### src/rtl/fifo_read_ctrl_if.sv
// Read-side FIFO bundle: memory read port, pointer exchange and the consumer stream.
// master = the read controller, slave = memory / write domain / consumer.
interface fifo_read_ctrl_if #(
  parameter int unsigned DATA_WIDTH = 8,
  parameter int unsigned ADDR_WIDTH = 8
);
   logic [ADDR_WIDTH:0]   WPTR_GRAY_SYNC;
   logic [ADDR_WIDTH:0]   RPTR_GRAY;
   logic                  R_EN;
   logic [ADDR_WIDTH-1:0] R_ADDR;
   logic [DATA_WIDTH-1:0] RDATA;
   logic                  EMPTY;
   logic [DATA_WIDTH-1:0] DOUT;
   logic                  DOUT_VALID;
   logic                  DOUT_READY;

   modport master (
      input  WPTR_GRAY_SYNC, RDATA, DOUT_READY,
      output RPTR_GRAY, R_EN, R_ADDR, EMPTY, DOUT, DOUT_VALID
   );

   modport slave (
      output WPTR_GRAY_SYNC, RDATA, DOUT_READY,
      input  RPTR_GRAY, R_EN, R_ADDR, EMPTY, DOUT, DOUT_VALID
   );
endinterface

### src/rtl/fifo_read_ctrl.sv
// FIFO read-domain controller: read pointer, empty detection, and a 2-entry buffer that hides
// the memory's registered read latency behind a first-word-fall-through stream.
module fifo_read_ctrl #(
  parameter int unsigned DATA_WIDTH = 8,
  parameter int unsigned ADDR_WIDTH = 8
) (
  input  logic             RCLK,
  input  logic             RRST_N,
  fifo_read_ctrl_if.master bus
);

   logic [ADDR_WIDTH:0]   rbin_q, rbin_d;
   logic [ADDR_WIDTH:0]   rgray_q, rgray_d;
   logic                  inflight_q;
   logic [1:0]            count_q, count_d;
   logic [DATA_WIDTH-1:0] buf0_q, buf0_d;
   logic [DATA_WIDTH-1:0] buf1_q, buf1_d;

   logic       empty;
   logic       pop;
   logic       r_en;
   logic [2:0] occupancy;

   assign empty = (rgray_q == bus.WPTR_GRAY_SYNC);
   assign pop   = (count_q != 2'd0) & bus.DOUT_READY;

   // Words held or on their way, after this cycle's pop; never exceeds the 2 buffer slots.
   assign occupancy = {1'b0, count_q} + {2'b00, inflight_q} - {2'b00, pop};
   assign r_en      = RRST_N & ~empty & (occupancy < 3'd2);

   always_comb begin
      rbin_d = rbin_q;
      if (r_en) begin
         rbin_d = rbin_q + 1'b1;
      end
      rgray_d = rbin_d ^ (rbin_d >> 1);
   end

   // buf0 is always the head; buf1 only holds a word while count is 2.
   always_comb begin
      buf0_d  = buf0_q;
      buf1_d  = buf1_q;
      count_d = count_q;
      case ({inflight_q, pop})
         2'b10: begin
            if (count_q == 2'd0) begin
               buf0_d = bus.RDATA;
            end else begin
               buf1_d = bus.RDATA;
            end
            count_d = count_q + 2'd1;
         end
         2'b01: begin
            buf0_d  = buf1_q;
            count_d = count_q - 2'd1;
         end
         2'b11: begin
            if (count_q == 2'd2) begin
               buf0_d = buf1_q;
               buf1_d = bus.RDATA;
            end else begin
               buf0_d = bus.RDATA;
            end
         end
         default: ;
      endcase
   end

   always_ff @(posedge RCLK or negedge RRST_N) begin
      if (!RRST_N) begin
         rbin_q     <= '0;
         rgray_q    <= '0;
         inflight_q <= 1'b0;
         count_q    <= 2'd0;
         buf0_q     <= '0;
         buf1_q     <= '0;
      end else begin
         rbin_q     <= rbin_d;
         rgray_q    <= rgray_d;
         inflight_q <= r_en;
         count_q    <= count_d;
         buf0_q     <= buf0_d;
         buf1_q     <= buf1_d;
      end
   end

   assign bus.RPTR_GRAY  = rgray_q;
   assign bus.R_EN       = r_en;
   assign bus.R_ADDR     = rbin_q[ADDR_WIDTH-1:0];
   assign bus.EMPTY      = empty;
   assign bus.DOUT       = buf0_q;
   assign bus.DOUT_VALID = (count_q != 2'd0);

endmodule

### src/flat_wrapper.sv
// flat-port wrapper written by rule: the top's interface ports become plain ports
module fifo_read_ctrl_flat 
#(
  parameter int unsigned DATA_WIDTH = 8,
  parameter int unsigned ADDR_WIDTH = 8
)
  (RCLK, RRST_N, bus_WPTR_GRAY_SYNC, bus_RDATA, bus_DOUT_READY, bus_RPTR_GRAY, bus_R_EN, bus_R_ADDR, bus_EMPTY, bus_DOUT, bus_DOUT_VALID);
  fifo_read_ctrl_if #(.DATA_WIDTH(DATA_WIDTH), .ADDR_WIDTH(ADDR_WIDTH)) bus_i ();
  input  logic RCLK;
  input  logic RRST_N;
  input wire logic [$bits(bus_i.WPTR_GRAY_SYNC)-1:0] bus_WPTR_GRAY_SYNC;
  input wire logic [$bits(bus_i.RDATA)-1:0] bus_RDATA;
  input wire logic [$bits(bus_i.DOUT_READY)-1:0] bus_DOUT_READY;
  output wire logic [$bits(bus_i.RPTR_GRAY)-1:0] bus_RPTR_GRAY;
  output wire logic [$bits(bus_i.R_EN)-1:0] bus_R_EN;
  output wire logic [$bits(bus_i.R_ADDR)-1:0] bus_R_ADDR;
  output wire logic [$bits(bus_i.EMPTY)-1:0] bus_EMPTY;
  output wire logic [$bits(bus_i.DOUT)-1:0] bus_DOUT;
  output wire logic [$bits(bus_i.DOUT_VALID)-1:0] bus_DOUT_VALID;
  assign bus_i.WPTR_GRAY_SYNC = bus_WPTR_GRAY_SYNC;
  assign bus_i.RDATA = bus_RDATA;
  assign bus_i.DOUT_READY = bus_DOUT_READY;
  assign bus_RPTR_GRAY = bus_i.RPTR_GRAY;
  assign bus_R_EN = bus_i.R_EN;
  assign bus_R_ADDR = bus_i.R_ADDR;
  assign bus_EMPTY = bus_i.EMPTY;
  assign bus_DOUT = bus_i.DOUT;
  assign bus_DOUT_VALID = bus_i.DOUT_VALID;
  fifo_read_ctrl #(.DATA_WIDTH(DATA_WIDTH), .ADDR_WIDTH(ADDR_WIDTH)) u_core (.RCLK(RCLK), .RRST_N(RRST_N), .bus(bus_i));
endmodule
### config.mk
export PLATFORM = sky130hd
export DESIGN_NAME = fifo_read_ctrl_flat
export DESIGN_NICKNAME = d
export VERILOG_FILES = /design/src/rtl/fifo_read_ctrl_if.sv /design/src/rtl/fifo_read_ctrl.sv /design/src/flat_wrapper.sv
export SDC_FILE = /design/constraint.sdc
export NUM_CORES = 1
export LEC_CHECK = 0
export CAP_MARGIN = 20
export CELL_PAD_IN_SITES_DETAIL_PLACEMENT = 1
export CELL_PAD_IN_SITES_GLOBAL_PLACEMENT = 1
export CORE_ASPECT_RATIO = 0.9
export CORE_MARGIN = 4
export CORE_UTILIZATION = 40
export DETAILED_ROUTE_END_ITERATION = 10
export PLACE_DENSITY_LB_ADDON = 0.1
export SLEW_MARGIN = 40
export SYNTH_ARGS = -nofsm -noshare
export SYNTH_HDL_FRONTEND = slang
export SYNTH_SLANG_ARGS = --single-unit
### constraint.sdc
create_clock -name RCLK -period 9.5 [get_ports RCLK]
set_input_delay 2.375 -clock RCLK [delete_from_list [all_inputs] [get_ports RCLK]]
set_output_delay 2.375 -clock RCLK [all_outputs]
set_load 0.01 [all_outputs]
==> summary.md <==
| Metric | Value |
|---|---|
| Status | `completed` |
| P&R area growth vs syn | `34.7%` |
| Leak | `1.05 nW` |
| Hold_buf cts | `0` |
| Crit Path Class | `input pin to output pin` |
| Critical Path RT | `7130 ps` |
| WL per Instance | `15.6 µm` |
| Max-cap viol count | `0` |
| Hold_sp | `u_core.bus.DOUT[7]` |
| Path depth of the worst reg2reg path | `11` |
| Largest family of logic cells by synthesized area | `XOR/XNOR gates` |
| Residual DRC | `0` |
| H-tree levels | `2` |
| Vias per std cell | `4.84` |
| Synth unique cells | `30` |
| CP max-delay cell | `clkdlybuf4s50_1` |
| Maximum VDD drop | `145 µV` |
| Clock Tree Root | `clkbuf_8` |
| Register area | `901 µm²` |
| Biggest area consumer among synthesized cells | `dfrtp_1` |
| Cell mode on critical path | `clkdlybuf4s50_1` |
| Total Routing Usage GR | `15.8%` |
| Number of flops mapped to enable cells by yosys | `0` |
| Cells after Synth | `149` |
| Port bufs | `47` |
| Clock buffer depth | `2` |
| Actual slew at the worst max-slew pin | `787 ps` |
| Most frequent cell after synthesis | `dfrtp_1` |
| Layout Nets | `227` |
| Area of the core | `4180 µm²` |
| Aggregate global routing overflow | `0` |
| Synth Area in Compound Gates | `9.48%` |
| Setup Fix Bufs, Post-CTS | `0` |
| Critical R2R Launch | `u_core.count_q[0]` |
| Pre-antenna DRT Iters | `4` |
| Initial DRC Count | `29` |
| FMAX | `0.128 GHz` |
| Syn Std Cell Area | `1770 µm²` |
| Post-Synth XOR/XNOR Area | `16.0%` |
| # setup viols final | `0` |
| CTS buffer count | `5` |
| R2r setup slk | `6190 ps` |
| Worst R2R End | `u_core.bus.RPTR_GRAY[3]` |
| Syn Nets | `175` |
| Synth warn | `0` |
| Adder-Cell Fraction of Synth Area | `4.67%` |
| Row Count | `22` |
| Hold depth | `2` |
| Skew-Pair Late Insertion Delay | `280 ps` |
| Mux cell area share after synthesis | `5.10%` |
| Final period util | `82.0%` |
| GPL Wtd Cong | `0.761` |
| Critical path cell sequence | `clkdlybuf4s50_1 -> nor2b_1 -> ha_1 -> nand2b_1 -> fa_1 -> xnor2_1 -> nand3_1 -> a31oi_4 -> clkdlybuf4s50_1` |
| Routed WL | `4080 µm` |
| Finished Layout Cells | `261` |
| Post-DP HPWL | `3160 µm` |
| Critical path endpoint category | `output pin` |
| Initial core utilization | `42.3%` |
| Synth cell count leaders | `36 x dfrtp_1, 15 x nand2_1, 13 x xor2_1, 11 x inv_1, 10 x xnor2_1` |
| Share of synthesized registers carrying an async set or reset | `100%` |
| Minimum clock period | `7790 ps` |
| Vias in the first global route | `1408` |
| Path category of the worst min-delay check | `register to register` |
| Total negative slack | `0 ps` |
| Pin count of the biggest net entering global routing | `40` |
| CTS tree | `done` |
| #FFs+latches synth | `36` |
| Synth Area in Simple Gates | `10.9%` |
| Max incr delay on CP | `620 ps` |
| WP data arrival | `5420 ps` |
| Syn_area_per_cell | `11.9 µm²` |
| Die ar. | `5550 µm²` |
| Primary FF master, synth | `dfrtp_1` |
| Die width | `78.1 µm` |
| Rel. slew slack | `47.4%` |
| Hold Path End | `u_core.bus.DOUT[7]` |
| Initial antenna violation count | `0` |
| Yosys top cell area share | `51.0%` |
| RSZ-0062 raised after global routing | `false` |
| Slew Viols, Final | `0` |
| # IOs | `48` |
| Startpoint types | `input pin` |
| Clock transition at path regs | `60 ps` |
| Inst Count DP | `254` |
| Seq/Total Area, Yosys | `51.0%` |
| Synth top area cells | `dfrtp_1 51%, xor2_1 6.4%, mux2_2 5.1%` |
| Max FO, Critical Path | `11` |
| Post-route ant nets | `0` |
| Layout Skew | `3.59 ps` |
| Pwr/cell area | `288 nW/µm²` |
| Via count | `1263` |
| WHS | `487 ps` |
| Multi-input gate area | `820 µm²` |
| Fillers | `450` |
| Layout cells sized above 1 | `13.9%` |
| Chip Height | `71.1 µm` |
| Antenna Cells | `0` |
| Post-cts gate resize count | `0` |
| Hold Vio Cnt, Final | `0` |
| Clk sink count | `36` |
| First-pass GRT wire length | `6810 µm` |
-- how the worst max path moves through the flow --
stage,startpoint,end,slack (ps)
after detailed placement,bus_DOUT_READY,bus_R_EN,1710
after CTS,bus_DOUT_READY,bus_R_EN,1690
final,bus_DOUT_READY,bus_R_EN,1710
after floorplan,bus_DOUT_READY,bus_R_EN,3060
after global placement,bus_DOUT_READY,bus_R_EN,1840
after global routing,bus_DOUT_READY,bus_R_EN,1460
-- layer usage --
metal	up-vias	global-route usage, %	wire (µm)
met5	-	0	0
met4	0	4.66	55
met3	9	4.58	191
met2	34	27.2	2070
met1	621	19.1	1770
li1	599	-	-
-- power by group --
group | internal (mW) | switching (mW)
Sequential | 0.213 | 0.0525
Combinational | 0.163 | 0.156
Clock | 0.0498 | 0.0511
Total | 0.426 | 0.259
-- registers in the layout, indices dropped and copies added, names as in the netlist --
name                  count
u_core.buf1_q             8
u_core.bus.DOUT           8
u_core.bus.RPTR_GRAY      8
u_core.inflight_q         1
u_core.count_q            2
u_core.rbin_q             9
-- area by class of cell --
class / instances / share of cell area (%)
multi-input combinational: 100 / 34.4
timing repair buffer: 47 / 19.6
inverter: 11 / 1.73
sequential: 36 / 37.8
clock inverter: 1 / 0.210
clock buffer: 6 / 3.05
tap: 60 / 3.15
-- through the flow --
stage | power, mW | area [µm²] | setup slack, ps | util, %
floorplan | 0.450 | 1770 | 3060 | -
global placement | 0.571 | 2300 | 1840 | 54.9
detailed placement | 0.592 | 2300 | 1710 | 55.1
CTS | 0.698 | 2380 | 1690 | 56.9
global route | 0.742 | 2380 | 1460 | 56.9
finish | 0.686 | 2380 | 1710 | 56.9
-- critical path: cells and delay by family --
kind	cells	cell delay (ps)
buffers and inverters	2	1070
adders and majority gates	2	730
and+or+nand+nor	3	640
AOI/OAI and AO/OA	1	390
xor gates and xnor gates	1	200
-- logic make-up after synthesis --
logic type | Yosys count
DFF | 36
and+or+nand+nor | 34
xor gates and xnor gates | 28
AOI/OAI and AO/OA | 24
buffers and inverters | 13
muxes | 8
adders and majority gates | 6
-- cells in the final DEF (no fill, tap or decap) --
cell type / netlist / final
dfrtp_1: 36 / 36
nand2b_1: 1 / 1
a31oi_4: 1 / 1
nand2_2: 1 / 1
a21oi_2: 0 / 1
clkdlybuf4s50_1: 0 / 46
nand2_1: 15 / 15
fa_1: 1 / 1
clkinv_2: 0 / 1
o22a_1: 1 / 1
clkbuf_8: 0 / 5
mux2_2: 8 / 8
a22oi_1: 8 / 8
nand3_1: 4 / 4
xnor2_2: 1 / 1
nand4_2: 2 / 2
xor2_2: 4 / 4
xor2_1: 13 / 13
nor3_1: 1 / 1
and3_1: 2 / 2
nor2b_1: 1 / 1
o21ai_1: 7 / 7
buf_4: 0 / 1
nor4_4: 1 / 1
nand4_1: 1 / 1
o21ai_0: 5 / 5
and2_1: 1 / 1
xnor2_1: 10 / 10
nor3_2: 1 / 1
ha_1: 5 / 5
clkbuf_1: 0 / 1
a211oi_2: 1 / 1
inv_1: 11 / 11
nor2_1: 3 / 3
Note: power is estimated with default switching activity, not from simulation.
